===== src/rtl/sort_array_unsigned_sel_pkg.sv =====
`default_nettype none
// +----------------------------------------------------------------------------+
// | Package     : sort_pkg                                                     |
// | Description : Shared constants and FSM state encoding for the in-place     |
// |               unsigned selection sorter (sort_array_unsigned_sel).         |
// | Revision    : 1.0 - initial release                                        |
// +----------------------------------------------------------------------------+
package sort_pkg;

  localparam int c_n_default  = 10;  // number of elements
  localparam int c_dw_default = 4;   // element width
  localparam int c_aw_default = 4;   // pointer width
  localparam int c_state_w    = 3;

  // UNKN is never entered from a legal state; it only catches corrupted codes.
  typedef enum logic [c_state_w-1:0] {
    INI   = 3'd0,
    LDMIN = 3'd1,
    SCAN  = 3'd2,
    SWAP1 = 3'd3,
    SWAP2 = 3'd4,
    DONE  = 3'd5,
    UNKN  = 3'd7
  } state_t;

endpackage : sort_pkg
`default_nettype wire


===== src/rtl/sort_array_unsigned_sel_if.sv =====
`default_nettype none
// +----------------------------------------------------------------------------+
// | Interface   : sort_array_unsigned_sel_if                                   |
// | Description : Control and memory-access bundle between the sorter and the  |
// |               block that owns array M.                                     |
// |   master (sorter) : in  Start, Ack, Ms_of_I, Ms_of_J                       |
// |                     out I, J, Ms_Write, W_Addr, W_Data, Done               |
// |                     out Swap_Count (only with SORT_SWAP_COUNT_EN)          |
// |   slave  (M owner): the mirror image                                       |
// | Revision    : 1.0 - initial release                                        |
// +----------------------------------------------------------------------------+
interface sort_array_unsigned_sel_if #(
  parameter int DW = 4,
  parameter int AW = 4
) ();

  logic          Start;
  logic          Ack;
  logic [DW-1:0] Ms_of_I;
  logic [DW-1:0] Ms_of_J;
  logic [AW-1:0] I;
  logic [AW-1:0] J;
  logic          Ms_Write;
  logic [AW-1:0] W_Addr;
  logic [DW-1:0] W_Data;
  logic          Done;
`ifdef SORT_SWAP_COUNT_EN
  logic [AW+2:0] Swap_Count;

  modport master (
    input  Start, Ack, Ms_of_I, Ms_of_J,
    output I, J, Ms_Write, W_Addr, W_Data, Done, Swap_Count
  );
  modport slave (
    output Start, Ack, Ms_of_I, Ms_of_J,
    input  I, J, Ms_Write, W_Addr, W_Data, Done, Swap_Count
  );
`else
  modport master (
    input  Start, Ack, Ms_of_I, Ms_of_J,
    output I, J, Ms_Write, W_Addr, W_Data, Done
  );
  modport slave (
    output Start, Ack, Ms_of_I, Ms_of_J,
    input  I, J, Ms_Write, W_Addr, W_Data, Done
  );
`endif

endinterface : sort_array_unsigned_sel_if
`default_nettype wire


===== src/rtl/sort_array_unsigned_sel_min_unit.sv =====
`default_nettype none
// +----------------------------------------------------------------------------+
// | Module      : sel_sort_min_unit                                            |
// | Description : Combinational min-tracking step of one SCAN cycle.           |
// |   in  ms_of_j, min_val, j, min_idx, i                                      |
// |   out next_val/next_idx : running minimum after considering M[J]           |
// |       last              : J is the final element of the pass               |
// |       need_swap         : updated minimum is not already at position I     |
// | Revision    : 1.0 - initial release                                        |
// +----------------------------------------------------------------------------+
module sel_sort_min_unit #(
  parameter int N  = 10,
  parameter int DW = 4,
  parameter int AW = 4
) (
  input  logic [DW-1:0] ms_of_j,
  input  logic [DW-1:0] min_val,
  input  logic [AW-1:0] j,
  input  logic [AW-1:0] min_idx,
  input  logic [AW-1:0] i,
  output logic [DW-1:0] next_val,
  output logic [AW-1:0] next_idx,
  output logic          last,
  output logic          need_swap
);

  localparam logic [AW-1:0] c_last_j = AW'(N - 1);

  logic w_less;

  // Strict '<' so that equal keys keep the earlier index (stable minimum).
  assign w_less    = (ms_of_j < min_val);
  assign next_val  = w_less ? ms_of_j : min_val;
  assign next_idx  = w_less ? j       : min_idx;
  assign last      = (j == c_last_j);
  assign need_swap = (next_idx != i);

endmodule : sel_sort_min_unit
`default_nettype wire


===== src/rtl/sort_array_unsigned_sel.sv =====
`default_nettype none
// +----------------------------------------------------------------------------+
// | Module      : sort_array_unsigned_sel                                      |
// | Description : In-place ascending selection sort of an external unsigned    |
// |               array M[0..N-1]. Reads M[I], M[J] combinationally through    |
// |               the bus, writes one element per cycle during the two swap    |
// |               states. Done stays high until Ack.                           |
// |   Clk   : rising-edge clock                                                |
// |   Reset : asynchronous, active-high                                        |
// |   bus   : sort_array_unsigned_sel_if.master (Start/Ack, read pointers and  |
// |           data, write port, Done)                                          |
// |   Optional: SORT_SWAP_COUNT_EN adds bus.Swap_Count (swaps in last sort).   |
// | Revision    : 1.0 - initial release                                        |
// +----------------------------------------------------------------------------+
module sort_array_unsigned_sel
  import sort_pkg::*;
#(
  parameter int N  = c_n_default,
  parameter int DW = c_dw_default,
  parameter int AW = c_aw_default
) (
  input  logic                        Clk,
  input  logic                        Reset,
  sort_array_unsigned_sel_if.master   bus
);

  localparam logic [AW-1:0] c_last_i = AW'(N - 2);

  state_t        r_state;
  state_t        w_state_next;
  logic [AW-1:0] r_i;
  logic [AW-1:0] r_j;
  logic [AW-1:0] r_min_idx;
  logic [DW-1:0] r_min_val;

  logic [DW-1:0] w_next_val;
  logic [AW-1:0] w_next_idx;
  logic          w_last;
  logic          w_need_swap;
  logic          w_ms_write;
  logic [AW-1:0] w_w_addr;
  logic [DW-1:0] w_w_data;
  logic          w_done;

  sel_sort_min_unit #(.N(N), .DW(DW), .AW(AW)) u_min_unit (
    .ms_of_j   (bus.Ms_of_J),
    .min_val   (r_min_val),
    .j         (r_j),
    .min_idx   (r_min_idx),
    .i         (r_i),
    .next_val  (w_next_val),
    .next_idx  (w_next_idx),
    .last      (w_last),
    .need_swap (w_need_swap)
  );

  always_ff @(posedge Clk or posedge Reset) begin
    if (Reset) r_state <= INI;
    else       r_state <= w_state_next;
  end

  // Next-state and Moore outputs. Writes happen only in SWAP1/SWAP2, so an
  // asynchronous reset drops Ms_Write in the same cycle.
  always_comb begin
    w_state_next = r_state;
    w_ms_write   = 1'b0;
    w_w_addr     = '0;
    w_w_data     = '0;
    w_done       = 1'b0;
    case (r_state)
      INI:   if (bus.Start) w_state_next = LDMIN;
      LDMIN: w_state_next = SCAN;
      SCAN: begin
        if (w_last) begin
          if (w_need_swap)         w_state_next = SWAP1;
          else if (r_i == c_last_i) w_state_next = DONE;
          else                     w_state_next = LDMIN;
        end
      end
      SWAP1: begin
        // M[I] is still the original value here; it moves to the min slot.
        w_ms_write   = 1'b1;
        w_w_addr     = r_min_idx;
        w_w_data     = bus.Ms_of_I;
        w_state_next = SWAP2;
      end
      SWAP2: begin
        w_ms_write   = 1'b1;
        w_w_addr     = r_i;
        w_w_data     = r_min_val;
        w_state_next = (r_i == c_last_i) ? DONE : LDMIN;
      end
      DONE: begin
        w_done = 1'b1;
        if (bus.Ack) w_state_next = INI;
      end
      default: w_state_next = UNKN;
    endcase
  end

  // Pointer / running-minimum datapath. I is held at N-2 on the final pass
  // so it never leaves the valid sort range.
  always_ff @(posedge Clk or posedge Reset) begin
    if (Reset) begin
      r_i       <= '0;
      r_j       <= '0;
      r_min_idx <= '0;
      r_min_val <= '0;
    end else begin
      case (r_state)
        INI: r_i <= '0;
        LDMIN: begin
          r_min_idx <= r_i;
          r_min_val <= bus.Ms_of_I;
          r_j       <= r_i + AW'(1);
        end
        SCAN: begin
          r_min_idx <= w_next_idx;
          r_min_val <= w_next_val;
          if (!w_last)
            r_j <= r_j + AW'(1);
          else if (!w_need_swap && (r_i != c_last_i))
            r_i <= r_i + AW'(1);
        end
        SWAP2: if (r_i != c_last_i) r_i <= r_i + AW'(1);
        default: ;
      endcase
    end
  end

`ifdef SORT_SWAP_COUNT_EN
  logic [AW+2:0] r_swap_count;

  always_ff @(posedge Clk or posedge Reset) begin
    if (Reset)
      r_swap_count <= '0;
    else if ((r_state == INI) && bus.Start)
      r_swap_count <= '0;
    else if (r_state == SWAP2)
      r_swap_count <= r_swap_count + (AW+3)'(1);
  end

  assign bus.Swap_Count = r_swap_count;
`endif

  assign bus.I        = r_i;
  assign bus.J        = r_j;
  assign bus.Ms_Write = w_ms_write;
  assign bus.W_Addr   = w_w_addr;
  assign bus.W_Data   = w_w_data;
  assign bus.Done     = w_done;

endmodule : sort_array_unsigned_sel
`default_nettype wire

===== src/flat_wrapper.sv =====
// flat-port wrapper written by rule: the top's interface ports become plain ports
module sort_array_unsigned_sel_flat import sort_pkg::*;
#(
  parameter int N  = c_n_default,
  parameter int DW = c_dw_default,
  parameter int AW = c_aw_default
)
  (Clk, Reset, bus_Start, bus_Ack, bus_Ms_of_I, bus_Ms_of_J, bus_I, bus_J, bus_Ms_Write, bus_W_Addr, bus_W_Data, bus_Done);
  sort_array_unsigned_sel_if #(.DW(DW), .AW(AW)) bus_i ();
  input  logic Clk;
  input  logic Reset;
  input wire logic [$bits(bus_i.Start)-1:0] bus_Start;
  input wire logic [$bits(bus_i.Ack)-1:0] bus_Ack;
  input wire logic [$bits(bus_i.Ms_of_I)-1:0] bus_Ms_of_I;
  input wire logic [$bits(bus_i.Ms_of_J)-1:0] bus_Ms_of_J;
  output wire logic [$bits(bus_i.I)-1:0] bus_I;
  output wire logic [$bits(bus_i.J)-1:0] bus_J;
  output wire logic [$bits(bus_i.Ms_Write)-1:0] bus_Ms_Write;
  output wire logic [$bits(bus_i.W_Addr)-1:0] bus_W_Addr;
  output wire logic [$bits(bus_i.W_Data)-1:0] bus_W_Data;
  output wire logic [$bits(bus_i.Done)-1:0] bus_Done;
  assign bus_i.Start = bus_Start;
  assign bus_i.Ack = bus_Ack;
  assign bus_i.Ms_of_I = bus_Ms_of_I;
  assign bus_i.Ms_of_J = bus_Ms_of_J;
  assign bus_I = bus_i.I;
  assign bus_J = bus_i.J;
  assign bus_Ms_Write = bus_i.Ms_Write;
  assign bus_W_Addr = bus_i.W_Addr;
  assign bus_W_Data = bus_i.W_Data;
  assign bus_Done = bus_i.Done;
  sort_array_unsigned_sel #(.N(N), .DW(DW), .AW(AW)) u_core (.Clk(Clk), .Reset(Reset), .bus(bus_i));
endmodule

===== config.mk =====
export PLATFORM = sky130hd
export DESIGN_NAME = sort_array_unsigned_sel_flat
export DESIGN_NICKNAME = d
export VERILOG_FILES = /design/src/rtl/sort_array_unsigned_sel_pkg.sv /design/src/rtl/sort_array_unsigned_sel_if.sv /design/src/rtl/sort_array_unsigned_sel_min_unit.sv /design/src/rtl/sort_array_unsigned_sel.sv /design/src/flat_wrapper.sv
export SDC_FILE = /design/constraint.sdc
export NUM_CORES = 1
export LEC_CHECK = 0
export BUFFER_PORTS_ARGS = -buffer_cell sky130_fd_sc_hd__buf_4
export CAP_MARGIN = 10
export CORE_MARGIN = 10
export CORE_UTILIZATION = 50
export CTS_CLUSTER_SIZE = 14
export DETAILED_ROUTE_END_ITERATION = 16
export PLACE_DENSITY = 0.73
export SLEW_MARGIN = 20
export SYNTH_ARGS = -nofsm -noshare
export SYNTH_HDL_FRONTEND = slang
export SYNTH_SLANG_ARGS = --single-unit

===== constraint.sdc =====
create_clock -name Clk -period 4.5 [get_ports Clk]
set_input_delay 0.675 -clock Clk [delete_from_list [all_inputs] [get_ports Clk]]
set_output_delay 0.675 -clock Clk [all_outputs]
set_load 0.05 [all_outputs]

==> run_results.csv <==
group,metric,value,unit
critical_path,cp_slowest_stage_delay,0.51,ns
logic_synthesis,ys_seq_area_frac,0.344,
clock_network,post_cts_resized,0,
floorplan,initial_core_util,0.511,
clock_network,post-cts-setup-buffers,0,
sta,setup_violations,0,
sta,max-slew-margin-rel,0.485,
logic_synthesis,synthCells,155,
route,viasPerCell,6.14,
final_layout,fill_cells,237,
place,gp_congestion,0.855,
logic_synthesis,yosys-top-cells-area,"dfrtp_1 (34%), a22o_1 (6.3%), ha_1 (6.3%)",
sta,fmax,371,MHz
sta,slew_violations,0,
critical_path,cp_max_fo,13,
floorplan,dieHeight,72.6,um
power,vdd_drop_max,0.590,mV
critical_path,cp_data_required_time,3.83,ns
clock_network,numCtsBuffers,3,
logic_synthesis,synth_most_common_cell,"dfrtp_1",
final_layout,drive_above_1_share,0.213,
global_route,grt.total_usage,0.137,
route,wirelength,3.64,mm
route,num_vias,1313,
logic_synthesis,avgSynthCellArea,8.93,um^2
place,hpwl,2.70,mm
critical_path,cp_slowest_cell,"dfrtp_1",
logic_synthesis,ys_async_sr_fraction,1.00,
sta,period_share,0.598,
sta,tns,0,ns
route,postRouteAntennaNets,0,
route,drt_iter0_drc,76,
clock_network,cts_tree,"done",
global_route,grt_pass1_vias,1252,
final_layout,final_nets,203,
clock_network,root_buffer,"clkbuf_4",
place,port_buffers,29,
critical_path,setup.worst_path.end_class,"output port",
critical_path,r2r_slack,2.42,ns
clock_network,clk_path_buf_depth,2,
critical_path,critPathArrivalTime,2.02,ns
power,p_leak,0.740,nW
logic_synthesis,post-synth-top-area-cell,"dfrtp_1",
global_route,grt_max_degree,20,
sta,rsz0062_at_grt,"no",
clock_network,clk_pin_slew,0.12,ns
clock_network,cts_max_level,1,
logic_synthesis,ys_ff_latch,19,
final_layout,num_antenna_cells,0,
sta,hold_viol_final,0,
route,drtPass1Iterations,4,
route,drc,0,
logic_synthesis,synth_top_area_frac,0.344,
logic_synthesis,synth-edff-count,0,
logic_synthesis,synth_nets,174,
floorplan,die_x,72.6,um
floorplan,rows,19,
logic_synthesis,ys.flop_type,"dfrtp_1",
logic_synthesis,synth_warnings,0,
clock_network,clock_latency,0.30,ns
power,p_total,1.42,mW
logic_synthesis,netlist_area,1380,um^2
global_route,grt-ovfl-total,0,
global_route,antenna_found_initial,0,
power,powerDensity,864,nW/um^2
sta,finClkSkew,0.00712,ns
clock_network,clock_sinks,19,
clock_network,holdBufCountCts,0,
worst_hold_path,min_path_type,"input port to async pin",
critical_path,crit_type,"flop to output port",
flow_run,max-cap-violations,0,
final_layout,multi_input_area,833,um^2
floorplan,core_area,2710,um^2
final_layout,syn2layout_area_growth,18.8,%
sta,period_minus_slack,2.69,ns
floorplan,fp.dieArea,5270,um^2
final_layout,regArea,475,um^2
critical_path,cp_cell_sequence,"nand2b_1, nor2_1, a22o_1, buf_4",
logic_synthesis,synthTopCellsByCount,"dfrtp_1 (19), inv_1 (14), nor2_1 (14)",
global_route,grt_pass1_wl,6.02,mm
logic_synthesis,synth_cell_types,38,
final_layout,utilization,0.607,
floorplan,io_pins,30,
route,routedWlPerCell,17.0,um
run_status,outcome,"finished clean",
sta,tightest_slew,0.772,ns
critical_path,cp-start-kind,"flop",
-- sequential cells by signal (all words and copies together), names as in the netlist --
name and flops:
u_core.bus.I 4, u_core.bus.J 4, u_core.r_min_idx 4, u_core.r_min_val 4
u_core.r_state 3
-- layout by cell type, fill, tap and decap left out, drive strengths merged, types with 5 or more instances in the layout --
master	instances
buf	29
dfrtp	19
nor2	16
inv	14
a21oi	12
xnor2	10
nand3	10
a22o	10
nand2	8
ha	7
o21ai	7
o22ai	5
-- final timing paths --
kind	start	endpoint	depth (start not counted)
setup / recovery	u_core.r_state[1]	bus_W_Data[2]	4
hold / removal	Reset	u_core.r_min_val[2]	2
setup reg to reg	u_core.bus.J[1]	u_core.bus.J[0]	7
hold reg to reg	u_core.r_min_val[1]	u_core.r_min_val[1]	2
max in group asynchronous	Reset	u_core.r_min_val[0]	2
min in group Clk	u_core.r_min_val[1]	u_core.r_min_val[1]	2
-- cell families (layout without fill, tap and decap cells) --
group           Yosys count  after routing  synth area share
simple gates             45             45             0.163
flops                    19             19             0.344
buf+inv                  19             47            0.0542
mux                       2              2            0.0235
compound gates           53             53             0.289
xor+xnor                 10             10            0.0633
fa+ha+maj                 7              7            0.0633
-- through the flow --
stage | setup slack, ns | cell area [um^2] | hold WS, ns | cells
global placement | 2.17 | 1620 | 0.509 | 210
finish | 1.81 | 1640 | 0.495 | 214
floorplan | 2.26 | 1380 | 0.493 | 155
global route | 1.64 | 1640 | 0.561 | 214
CTS | 1.83 | 1640 | 0.530 | 214
detailed placement | 2.15 | 1620 | 0.528 | 210
-- metal layers --
layer,track usage,part of all wire,vias up
li1,-,-,627
met1,0.172,0.42,625
met2,0.220,0.47,55
met3,0.0422,0.092,6
met4,0.0422,0.017,0
met5,0,0,-
-- final cells by class --
type	instances	share of cell area
Sequential cell	19	0.289
Clock buffer	4	0.0160
Tap cell	31	0.0236
Inverter	14	0.0320
Multi-Input combinational cell	117	0.507
Timing Repair Buffer	29	0.132
-- critical path: cells and delay by family (launching register included) --
kind	cells	cell delay, ns
AND/OR/NAND/NOR	2	0.76
buffers and inverters	1	0.20
AO/OA/AOI/OAI	1	0.25
flip-flops	1	0.51
-- where the power goes --
| part | switching (mW) | internal [mW] | total (mW) |
|---|---|---|---|
| registers | 0.138 | 0.248 | 0.386 |
| logic | 0.596 | 0.348 | 0.944 |
| clock network | 0.0560 | 0.0346 | 0.0906 |
| total | 0.790 | 0.630 | 1.42 |
No activity file was read; power rests on OpenSTA's default activity.
